[config.mk]
export PLATFORM = sky130hd
export DESIGN_NAME = tmr_vote_monitor_flat
export DESIGN_NICKNAME = d
export VERILOG_FILES = /design/src/rtl/tmr_vote_monitor_pkg.sv /design/src/rtl/tmr_vote_monitor_if.sv /design/src/rtl/tmr_vote_monitor_lane_counter.sv /design/src/rtl/tmr_vote_monitor.sv /design/src/flat_wrapper.sv
export SDC_FILE = /design/constraint.sdc
export NUM_CORES = 1
export LEC_CHECK = 0
export CAP_MARGIN = 20
export CORE_MARGIN = 3
export CORE_UTILIZATION = 50
export CTS_CLUSTER_SIZE = 28
export DETAILED_ROUTE_END_ITERATION = 7
export GPL_ROUTABILITY_DRIVEN = 0
export PLACE_DENSITY = 0.73
export SKIP_LAST_GASP = 1
export SYNTH_ARGS = -nofsm -noshare
export SYNTH_HDL_FRONTEND = slang
export SYNTH_SLANG_ARGS = --single-unit
[constraint.sdc]
create_clock -name clk -period 2.5 [get_ports clk]
set_input_delay 0.5 -clock clk [delete_from_list [all_inputs] [get_ports clk]]
set_output_delay 0.5 -clock clk [all_outputs]
set_load 0.02 [all_outputs]
[src/rtl/tmr_vote_monitor_pkg.sv]
// rtl/tmr_vote_monitor_pkg.sv - shared types, widths and helpers for the TMR vote monitor
package tmr_pkg;

  localparam int DEF_W     = 8;
  localparam int DEF_CNT_W = 16;
  localparam int MAX_W     = 64;

  typedef enum logic [1:0] {
    IDLE     = 2'd0,
    ACK      = 2'd1,
    WAIT_LOW = 2'd2
  } snapState_t;

  function automatic logic [MAX_W-1:0] maj3(input logic [MAX_W-1:0] a,
                                            input logic [MAX_W-1:0] b,
                                            input logic [MAX_W-1:0] c);
    return (a & b) | (b & c) | (a & c);
  endfunction

  // Increment that sticks at 2^w-1 instead of wrapping.
  function automatic logic [31:0] sat_inc(input logic [31:0] v, input int w);
    logic [31:0] maxV;
    maxV = (w >= 32) ? 32'hFFFF_FFFF : ((32'd1 << w) - 32'd1);
    return (v >= maxV) ? maxV : v + 32'd1;
  endfunction

endpackage

[src/rtl/tmr_vote_monitor_if.sv]
// rtl/tmr_vote_monitor_if.sv - lane inputs, voted outputs and snapshot handshake bundle
interface tmr_vote_monitor_if #(
  parameter int W     = tmr_pkg::DEF_W,
  parameter int CNT_W = tmr_pkg::DEF_CNT_W
);
  logic [W-1:0]     inA;
  logic [W-1:0]     inB;
  logic [W-1:0]     inC;
  logic             sample_en;
  logic [W-1:0]     voted;
  logic             voted_vld;
  logic [2:0]       err_lane;
  logic             multi_err;
  logic             snap_req;
  logic             snap_ack;
  logic [CNT_W-1:0] cntA;
  logic [CNT_W-1:0] cntB;
  logic [CNT_W-1:0] cntC;

  modport master (
    output inA, inB, inC, sample_en, snap_req,
    input  voted, voted_vld, err_lane, multi_err, snap_ack, cntA, cntB, cntC
  );

  modport slave (
    input  inA, inB, inC, sample_en, snap_req,
    output voted, voted_vld, err_lane, multi_err, snap_ack, cntA, cntB, cntC
  );
endinterface

[src/rtl/tmr_vote_monitor_lane_counter.sv]
// rtl/tmr_vote_monitor_lane_counter.sv - saturating upset counter with atomic snapshot-and-clear
module tmr_lane_counter
  import tmr_pkg::*;
#(
  parameter int CNT_W = DEF_CNT_W
) (
  input  logic             clk,
  input  logic             rstn,
  input  logic             upset,
  input  logic             snap,
  output logic [CNT_W-1:0] snapVal
);

  logic [CNT_W-1:0] cntInt;
  logic [CNT_W-1:0] nextCnt;

  always_comb begin
    nextCnt = cntInt;
    if (upset) nextCnt = CNT_W'(sat_inc(32'(cntInt), CNT_W));
  end

  // The snapshot captures this cycle's upset too, so clearing never drops an event.
  always_ff @(posedge clk) begin
    if (!rstn) begin
      cntInt  <= '0;
      snapVal <= '0;
    end else if (snap) begin
      cntInt  <= '0;
      snapVal <= nextCnt;
    end else begin
      cntInt  <= nextCnt;
    end
  end

endmodule

[src/rtl/tmr_vote_monitor.sv]
// rtl/tmr_vote_monitor.sv - majority voter, lane mismatch flags and upset counter snapshot handshake
module tmr_vote_monitor
  import tmr_pkg::*;
#(
  parameter int W     = DEF_W,
  parameter int CNT_W = DEF_CNT_W
) (
  input logic                clk,
  input logic                rstn,
  tmr_vote_monitor_if.slave  bus
);

  logic [W-1:0] maj;
  logic [2:0]   mm;
  logic         multi;
  logic         snap;
  snapState_t   state;

  always_comb begin
    maj   = W'(maj3(MAX_W'(bus.inA), MAX_W'(bus.inB), MAX_W'(bus.inC)));
    mm    = {bus.inC != maj, bus.inB != maj, bus.inA != maj};
    multi = (mm[0] & mm[1]) | (mm[1] & mm[2]) | (mm[0] & mm[2]);
    snap  = (state == IDLE) && bus.snap_req;
  end

  always_ff @(posedge clk) begin
    if (!rstn) begin
      bus.voted     <= '0;
      bus.voted_vld <= 1'b0;
      bus.err_lane  <= 3'b000;
      bus.multi_err <= 1'b0;
    end else begin
      bus.voted_vld <= bus.sample_en;
      bus.err_lane  <= bus.sample_en ? mm : 3'b000;
      bus.multi_err <= bus.sample_en & multi;
      if (bus.sample_en) bus.voted <= maj;
    end
  end

  always_ff @(posedge clk) begin
    if (!rstn) begin
      state        <= IDLE;
      bus.snap_ack <= 1'b0;
    end else begin
      case (state)
        IDLE: if (bus.snap_req) begin
          state        <= ACK;
          bus.snap_ack <= 1'b1;
        end
        ACK: if (!bus.snap_req) begin
          state        <= WAIT_LOW;
          bus.snap_ack <= 1'b0;
        end
        WAIT_LOW: state <= IDLE;
        default: begin
          state        <= IDLE;
          bus.snap_ack <= 1'b0;
        end
      endcase
    end
  end

  tmr_lane_counter #(.CNT_W(CNT_W)) uCntA (
    .clk(clk), .rstn(rstn), .upset(bus.sample_en & mm[0]), .snap(snap), .snapVal(bus.cntA)
  );
  tmr_lane_counter #(.CNT_W(CNT_W)) uCntB (
    .clk(clk), .rstn(rstn), .upset(bus.sample_en & mm[1]), .snap(snap), .snapVal(bus.cntB)
  );
  tmr_lane_counter #(.CNT_W(CNT_W)) uCntC (
    .clk(clk), .rstn(rstn), .upset(bus.sample_en & mm[2]), .snap(snap), .snapVal(bus.cntC)
  );

endmodule
[src/flat_wrapper.sv]
// flat-port wrapper written by rule: the top's interface ports become plain ports
module tmr_vote_monitor_flat import tmr_pkg::*;
#(
  parameter int W     = DEF_W,
  parameter int CNT_W = DEF_CNT_W
)
  (clk, rstn, bus_inA, bus_inB, bus_inC, bus_sample_en, bus_snap_req, bus_voted, bus_voted_vld, bus_err_lane, bus_multi_err, bus_snap_ack, bus_cntA, bus_cntB, bus_cntC);
  tmr_vote_monitor_if #(.W(W), .CNT_W(CNT_W)) bus_i ();
  input logic clk;
  input logic rstn;
  input wire logic [$bits(bus_i.inA)-1:0] bus_inA;
  input wire logic [$bits(bus_i.inB)-1:0] bus_inB;
  input wire logic [$bits(bus_i.inC)-1:0] bus_inC;
  input wire logic [$bits(bus_i.sample_en)-1:0] bus_sample_en;
  input wire logic [$bits(bus_i.snap_req)-1:0] bus_snap_req;
  output wire logic [$bits(bus_i.voted)-1:0] bus_voted;
  output wire logic [$bits(bus_i.voted_vld)-1:0] bus_voted_vld;
  output wire logic [$bits(bus_i.err_lane)-1:0] bus_err_lane;
  output wire logic [$bits(bus_i.multi_err)-1:0] bus_multi_err;
  output wire logic [$bits(bus_i.snap_ack)-1:0] bus_snap_ack;
  output wire logic [$bits(bus_i.cntA)-1:0] bus_cntA;
  output wire logic [$bits(bus_i.cntB)-1:0] bus_cntB;
  output wire logic [$bits(bus_i.cntC)-1:0] bus_cntC;
  assign bus_i.inA = bus_inA;
  assign bus_i.inB = bus_inB;
  assign bus_i.inC = bus_inC;
  assign bus_i.sample_en = bus_sample_en;
  assign bus_i.snap_req = bus_snap_req;
  assign bus_voted = bus_i.voted;
  assign bus_voted_vld = bus_i.voted_vld;
  assign bus_err_lane = bus_i.err_lane;
  assign bus_multi_err = bus_i.multi_err;
  assign bus_snap_ack = bus_i.snap_ack;
  assign bus_cntA = bus_i.cntA;
  assign bus_cntB = bus_i.cntB;
  assign bus_cntC = bus_i.cntC;
  tmr_vote_monitor #(.W(W), .CNT_W(CNT_W)) u_core (.clk(clk), .rstn(rstn), .bus(bus_i));
endmodule
# Word level (Yosys, flattened, before mapping)

Cells that the tools add are included.

Flip-flop bits (word level): 112
Bits of input ports: 28
Output and inout port bits: 62
Word-level logic and storage cells: 59

Add/subtract/negate cells: 3
$lt $le $gt $ge: 3
Eq/ne operators: 7
Mux-type cells: 12
Bitwise gates (word level): 16
Reduce and logical (&&, ||, !) cells: 6

Operators by type and width:

| cell                    | count |
|---|---|
| $mux W16                | 6 |
| $add A16 B1 Y16 const B | 3 |
| $ge A16 B16 Y1 const B  | 3 |
| $and A8 B8 Y8           | 3 |
| $ne A8 B8 Y1            | 3 |
| $or A8 B8 Y8            | 2 |
| $and A1 B1 Y1           | 7 |
| $mux W2                 | 2 |
| $ne A2 B2 Y1 const B    | 2 |
| $pmux W2 S2             | 1 |
| $reduce_and A2 Y1       | 2 |
| $pmux W1 S3             | 1 |
| $reduce_and A3 Y1       | 1 |
| $eq A2 B1 Y1 const B    | 1 |
| $eq A2 B2 Y1 const B    | 1 |
| $logic_not A2 Y1        | 1 |
| $mux W1                 | 2 |
| $not A1 Y1              | 2 |
| $or A1 B1 Y1            | 2 |
| $reduce_or A2 Y1        | 1 |
| $logic_and A1 B1 Y1     | 1 |

# Longest topological paths before layout

Depth after elaboration: 8
Depth in mapped cells: 8
Mapped depth without buffers: 7

# Modules after synthesis

Synthesis repeated with hierarchy kept, for this count alone.

Cells, all modules: 622
Area total of the unflattened synthesis: 5395.2 µm²

Modules (own cells, without submodules):

| module           | instances | cells each | area an instance (µm²) | seq. area each (µm²) |
|---|---|---|---|---|
| tmr_lane_counter | 3         | 159        | 1445.1                 | 640.6 |
| tmr_vote_monitor | 1         | 145        | 1059.8                 | 320.3 |

# Worst setup path before layout

Ideal clock, no wire load.

Path type: input to register
Start: input bus_inA[6]
End: register u_core.uCntB.snapVal[8]
Library setup time: 0.130 ns
Arrival time: 1.885 ns
Required time: 2.370 ns
Slack: 0.485 ns
Cell stages on the path: 7
Path buffers: 1
Cells stage by stage: nor2b_1 -> a2111o_1 -> nor3_4 -> a21oi_2 -> buf_6 -> a31oi_1 -> o31ai_1

Cells in the longest elaborated chain, start to end: 6
Elaborated cells between the ends (all ways): 7
Classes of those cells: eq/ne: 1; mux: 1; bitwise: 5

Ends and longest elaborated chain:

| item                 | RTL line                            | source |
|---|---|---|
| from (decl)          | flat_wrapper.sv:11                  | `input wire logic [$bits(bus_i.inA)-1:0] bus_inA;` |
| $and A8 B8 Y8        | tmr_vote_monitor_pkg.sv:17          | `return (a & b) \| (b & c) \| (a & c);` |
| $or A8 B8 Y8         | tmr_vote_monitor_pkg.sv:17          |  |
| $or A8 B8 Y8 (*)     | tmr_vote_monitor_pkg.sv:17          |  |
| $ne A8 B8 Y1 (*)     | tmr_vote_monitor.sv:21              | `mm = {bus.inC != maj, bus.inB != maj, bus.inA != maj};` |
| $and A1 B1 Y1 (*)    | tmr_vote_monitor.sv:67              | `.clk(clk), .rstn(rstn), .upset(bus.sample_en & mm[1]), .snap(snap), .snapVal(bus.cntB)` |
| $mux W16 (*)         | tmr_vote_monitor_lane_counter.sv:19 | `if (upset) nextCnt = CNT_W'(sat_inc(32'(cntInt), CNT_W));` |
| to (signal assigned) | tmr_vote_monitor_lane_counter.sv:29 | `snapVal <= nextCnt;` |
| to (decl)            | tmr_vote_monitor_lane_counter.sv:11 | `output logic [CNT_W-1:0] snapVal` |

Every way passes the cells marked *; elsewhere a longest branch is shown, timed or not.
A chain may end at the register's enable or synchronous reset.

# Worst setup path after layout

Start: input bus_inA[2]
End: register u_core.uCntB.cntInt[10]

Cells in the longest elaborated chain, start to end: 6
Elaborated cells between the ends (all ways): 7
Classes of those cells: eq/ne: 1; mux: 1; bitwise: 5

Ends and longest elaborated chain:

| item                 | RTL line                            | source |
|---|---|---|
| $and A8 B8 Y8        | tmr_vote_monitor_pkg.sv:17          |  |
| $or A8 B8 Y8         | tmr_vote_monitor_pkg.sv:17          |  |
| $or A8 B8 Y8 (*)     | tmr_vote_monitor_pkg.sv:17          |  |
| $ne A8 B8 Y1 (*)     | tmr_vote_monitor.sv:21              |  |
| $and A1 B1 Y1 (*)    | tmr_vote_monitor.sv:67              |  |
| $mux W16 (*)         | tmr_vote_monitor_lane_counter.sv:19 |  |
| to (signal assigned) | tmr_vote_monitor_lane_counter.sv:31 | `cntInt <= nextCnt;` |
| to (decl)            | tmr_vote_monitor_lane_counter.sv:14 | `logic [CNT_W-1:0] cntInt;` |

Marks and branches as above.

==> metrics.csv <==
stage,metric,value,unit
timing,skew,0.00515,ns
route,avgViaCountPerCell,6.16,
final_layout,n_antenna_cell,0,
clock_tree,holdBufCountCts,0,
yosys,ys.flop_type,dfxtp_1,
die,die_y,112,um
worst_setup_path,path_max_fanout,11,
yosys,synth_enable_flop_cells,0,
yosys,synth_compound_area_share,21.6,%
worst_setup_path,worst_setup_path_start_kind,primary input,
timing,hold_slack,0.432,ns
worst_setup_path,crit_path_max_incr_delay,0.49,ns
route,avgRoutedWirePerCell,17.2,um
clock_tree,postCtsSetupRepairBufs,0,
yosys,synth_xor_area_share,0,%
outcome,status,finished clean,
placed_design,numPortBuffers,89,
clock_tree,root_buffer,clkbuf_16,
yosys,yosys-mux-area-fraction,0.887,%
final_layout,design_area,0.00750,mm^2
power,power-per-cell-area,545,mW/mm^2
route,drc,0,
global_routing,grt_start_max_net_pins,40,
placed_design,hpwl,11700,um
yosys,synth_fa_ha_area_share,0.843,%
route,drtIter0Drc,599,
yosys,syn_nets,714,
final_layout,area_delta_synth_final,33.0,%
global_routing,grt_overflow,0,
worst_setup_path,path_buf_inv,2,
power,power_frac_comb,15.6,%
route,wl,16500,um
power,clock_power_share,39.1,%
placed_design,dpl-instance-area,0.00713,mm^2
timing,hold_viol,0,
power,leakagePower,2.71,nW
global_routing,grt.total_usage,26.2,%
yosys,synth_warnings,0,
clock_tree,cts_tree,done,
final_layout,nets,844,
global_routing,grt_pass1_wl,27300,um
yosys,syn_area,0.00564,mm^2
worst_setup_path,cp.required,2.73,ns
yosys,yosysUniqueCellTypes,63,
final_layout,fin_cells,958,
min_path,min_path_type,reg -> reg,
placed_design,dp.cells,942,
yosys,syn_area_per_cell,8.26,um^2
yosys,synth-seq-cells,112,
run,drv_cap,0,
worst_setup_path,critical_path.top_delay_family,simple AND/OR/NAND/NOR gates,
worst_setup_path,cp_cell_sequence,"clkdlybuf4s50_1, buf_4, or3b_2, nand4_1, nor3_2, a21o_2, nor4_1, nor3_1",
timing,slew_viol_final,0,
clock_tree,clk-insertion-delay-late,0.36,ns
power,p_seq_share,45.3,%
timing,setup_viol,0,
worst_setup_path,cp-end-kind,flop,
timing,clock.fmax,417,MHz
die,die_x,112,um
die,rows,38,
worst_setup_path,critPathSlowestCell,clkdlybuf4s50_1,
yosys,synth-seq-area-share,39.7,%
clock_tree,clockBufferDepth,2,
global_routing,antenna_found_initial,0,
timing,tns,0,ns
yosys,synth_top_family_by_area,simple AND/OR/NAND/NOR gates,
die,die_area,0.0126,mm^2
route,vias,5906,
clock_tree,clk_pin_slew,0.07,ns
worst_setup_path,arrival,2.63,ns
timing,tightest_slew,0.585,ns
yosys,async_flop_share,0,%
yosys,syn_inst,683,
timing,slew_headroom,60.6,%
clock_tree,htreeDepth,3,
power,power.switching,0.00103,W
power,sw_frac_of_total,25.2,%
die,coreArea,0.0109,mm^2
route,drtAntennaViolNets,0,
timing,fin_crit,2.40,ns
timing,rsz0062_at_grt,false,
clock_tree,cts_made_buffers,9,
yosys,synthSimpleGateAreaFrac,33.1,%
timing,fin_crit_sh,95.8,%
die,top_level_ports,90,
final_layout,layout-drive-gt1-share,14.5,%
worst_setup_path,crit_type,in -> reg,
route,drt-pass1-iter-count,5,
clock_tree,cts_sinks,112,
global_routing,first_global_vias,5679,
die,initial_core_util,51.6,%
power,p_int,0.00306,W
power,ir_drop,0.366,mV
## cell usage in the layout (no fill, tap or decap), types with 6 or more instances in the layout
master             n
inv_1              8
clkbuf_16          9
buf_12             6
nand3_1           60
o31ai_1           16
o21ai_0           46
dfxtp_1          112
buf_4             65
and2_1            13
nand4_1           17
or3b_1             7
nor4_1            11
nor3_1            35
nor3b_1            6
nand2_1           53
a21oi_1           30
a31oi_1           21
clkdlybuf4s50_1   88
nand2b_1          12
nand3b_1          12
o211ai_1           7
nor2_1            34
clkbuf_8           6
a311oi_1          11
a211oi_1          16
and3_1            20
## stage by stage
stage	util, %	worst slack [ns]	total power [W]
3_3_place_gp	65.2	-0.238	0.00251
4_1_cts	68.3	0.0305	0.00410
3_5_place_dp	65.2	-0.352	0.00252
5_1_grt	68.6	0.00415	0.00423
2_1_floorplan	-	0.485	0.00220
6_report	68.6	0.104	0.00409
## worst paths after layout
| kind | start | to | slack [ns] | depth (start not counted) |
|---|---|---|---|---|
| worst min register to register | u_core.state[1] | u_core.state[1] | 0.43 | 1 |
| worst max register to register | u_core.uCntB.cntInt[0] | u_core.uCntB.snapVal[5] | 0.20 | 8 |
| worst min-delay path | u_core.state[1] | u_core.state[1] | 0.43 | 1 |
| worst max-delay path | bus_inA[2] | u_core.uCntB.cntInt[10] | 0.10 | 8 |
## sequential cells by signal (all words and copies together) (netlist names)
register / flops
u_core.uCntA.cntInt: 16
u_core.bus.voted_vld: 1
u_core.uCntA.snapVal: 16
u_core.bus.voted: 8
u_core.bus.snap_ack: 1
u_core.uCntB.cntInt: 16
u_core.uCntC.cntInt: 16
u_core.bus.multi_err: 1
u_core.uCntC.snapVal: 16
u_core.state: 2
u_core.bus.err_lane: 3
u_core.uCntB.snapVal: 16
## power by group through the flow
stage,clock [W],sequential (W),combinational [W]
floorplan,0,0.00193,0.000266
global placement,0,0.00189,0.000613
detailed placement,0,0.00189,0.000625
CTS,0.00162,0.00185,0.000628
global route,0.00169,0.00186,0.000686
finish,0.00160,0.00185,0.000638
## cell type report
| cell class | instances | area [um^2] |
|---|---|---|
| Sequential cell | 112 | 2240 |
| Inverter | 10 | 37.5 |
| Fill cell | 886 | 3430 |
| Clock inverter | 1 | 30.0 |
| Timing Repair Buffer | 160 | 1490 |
| Clock buffer | 15 | 308 |
| Tap cell | 140 | 175 |
| Multi-Input combinational cell | 520 | 3220 |
## layer usage
metal,wire length (um),global-route usage [%]
met1,7190,33.5
met2,7750,43.6
met3,1060,4.26
met4,449,11.9
met5,0,0
## timing repair
action / CTS / global route
endpoints found under the hold margin: 0 / 0
endpoints found under the setup margin: 0 / 21
gates resized for setup: 0 / 8
## cell families after synthesis
kind of cell    after synthesis
mux                           5
simple gates                327
flops                       112
fa+ha+maj                     4
compound gates              184
buf+inv                      51
## synth_stat cells (4+ instances only)
cell type,number,area share [%]
nor2_1,34,2.3
nand3_1,60,5.3
nand4b_1,4,0.62
o21ai_0,46,4.1
a41o_1,4,0.71
and4_1,5,0.78
or3b_1,7,1.1
and3_1,20,2.2
o22ai_1,5,0.55
nor2b_1,5,0.55
o211ai_1,7,0.93
dfxtp_1,112,40
a31oi_1,21,2.3
clkbuf_1,30,2.0
inv_1,8,0.53
a21oi_1,30,2.7
nand4_1,17,1.9
or3b_2,4,0.62
and2_1,13,1.4
nand3b_1,12,1.6
nand2b_1,12,1.3
o21ai_1,4,0.35
nor3_1,37,3.3
a21o_1,4,0.53
nor4_1,12,1.3
nor3b_1,6,0.80
o31ai_1,16,2.1
nand2_1,54,3.6
a211oi_1,16,2.1
buf_2,7,0.62
a311oi_1,11,1.7
mux2i_1,5,0.89
No activity file was read; power rests on OpenSTA's default activity.
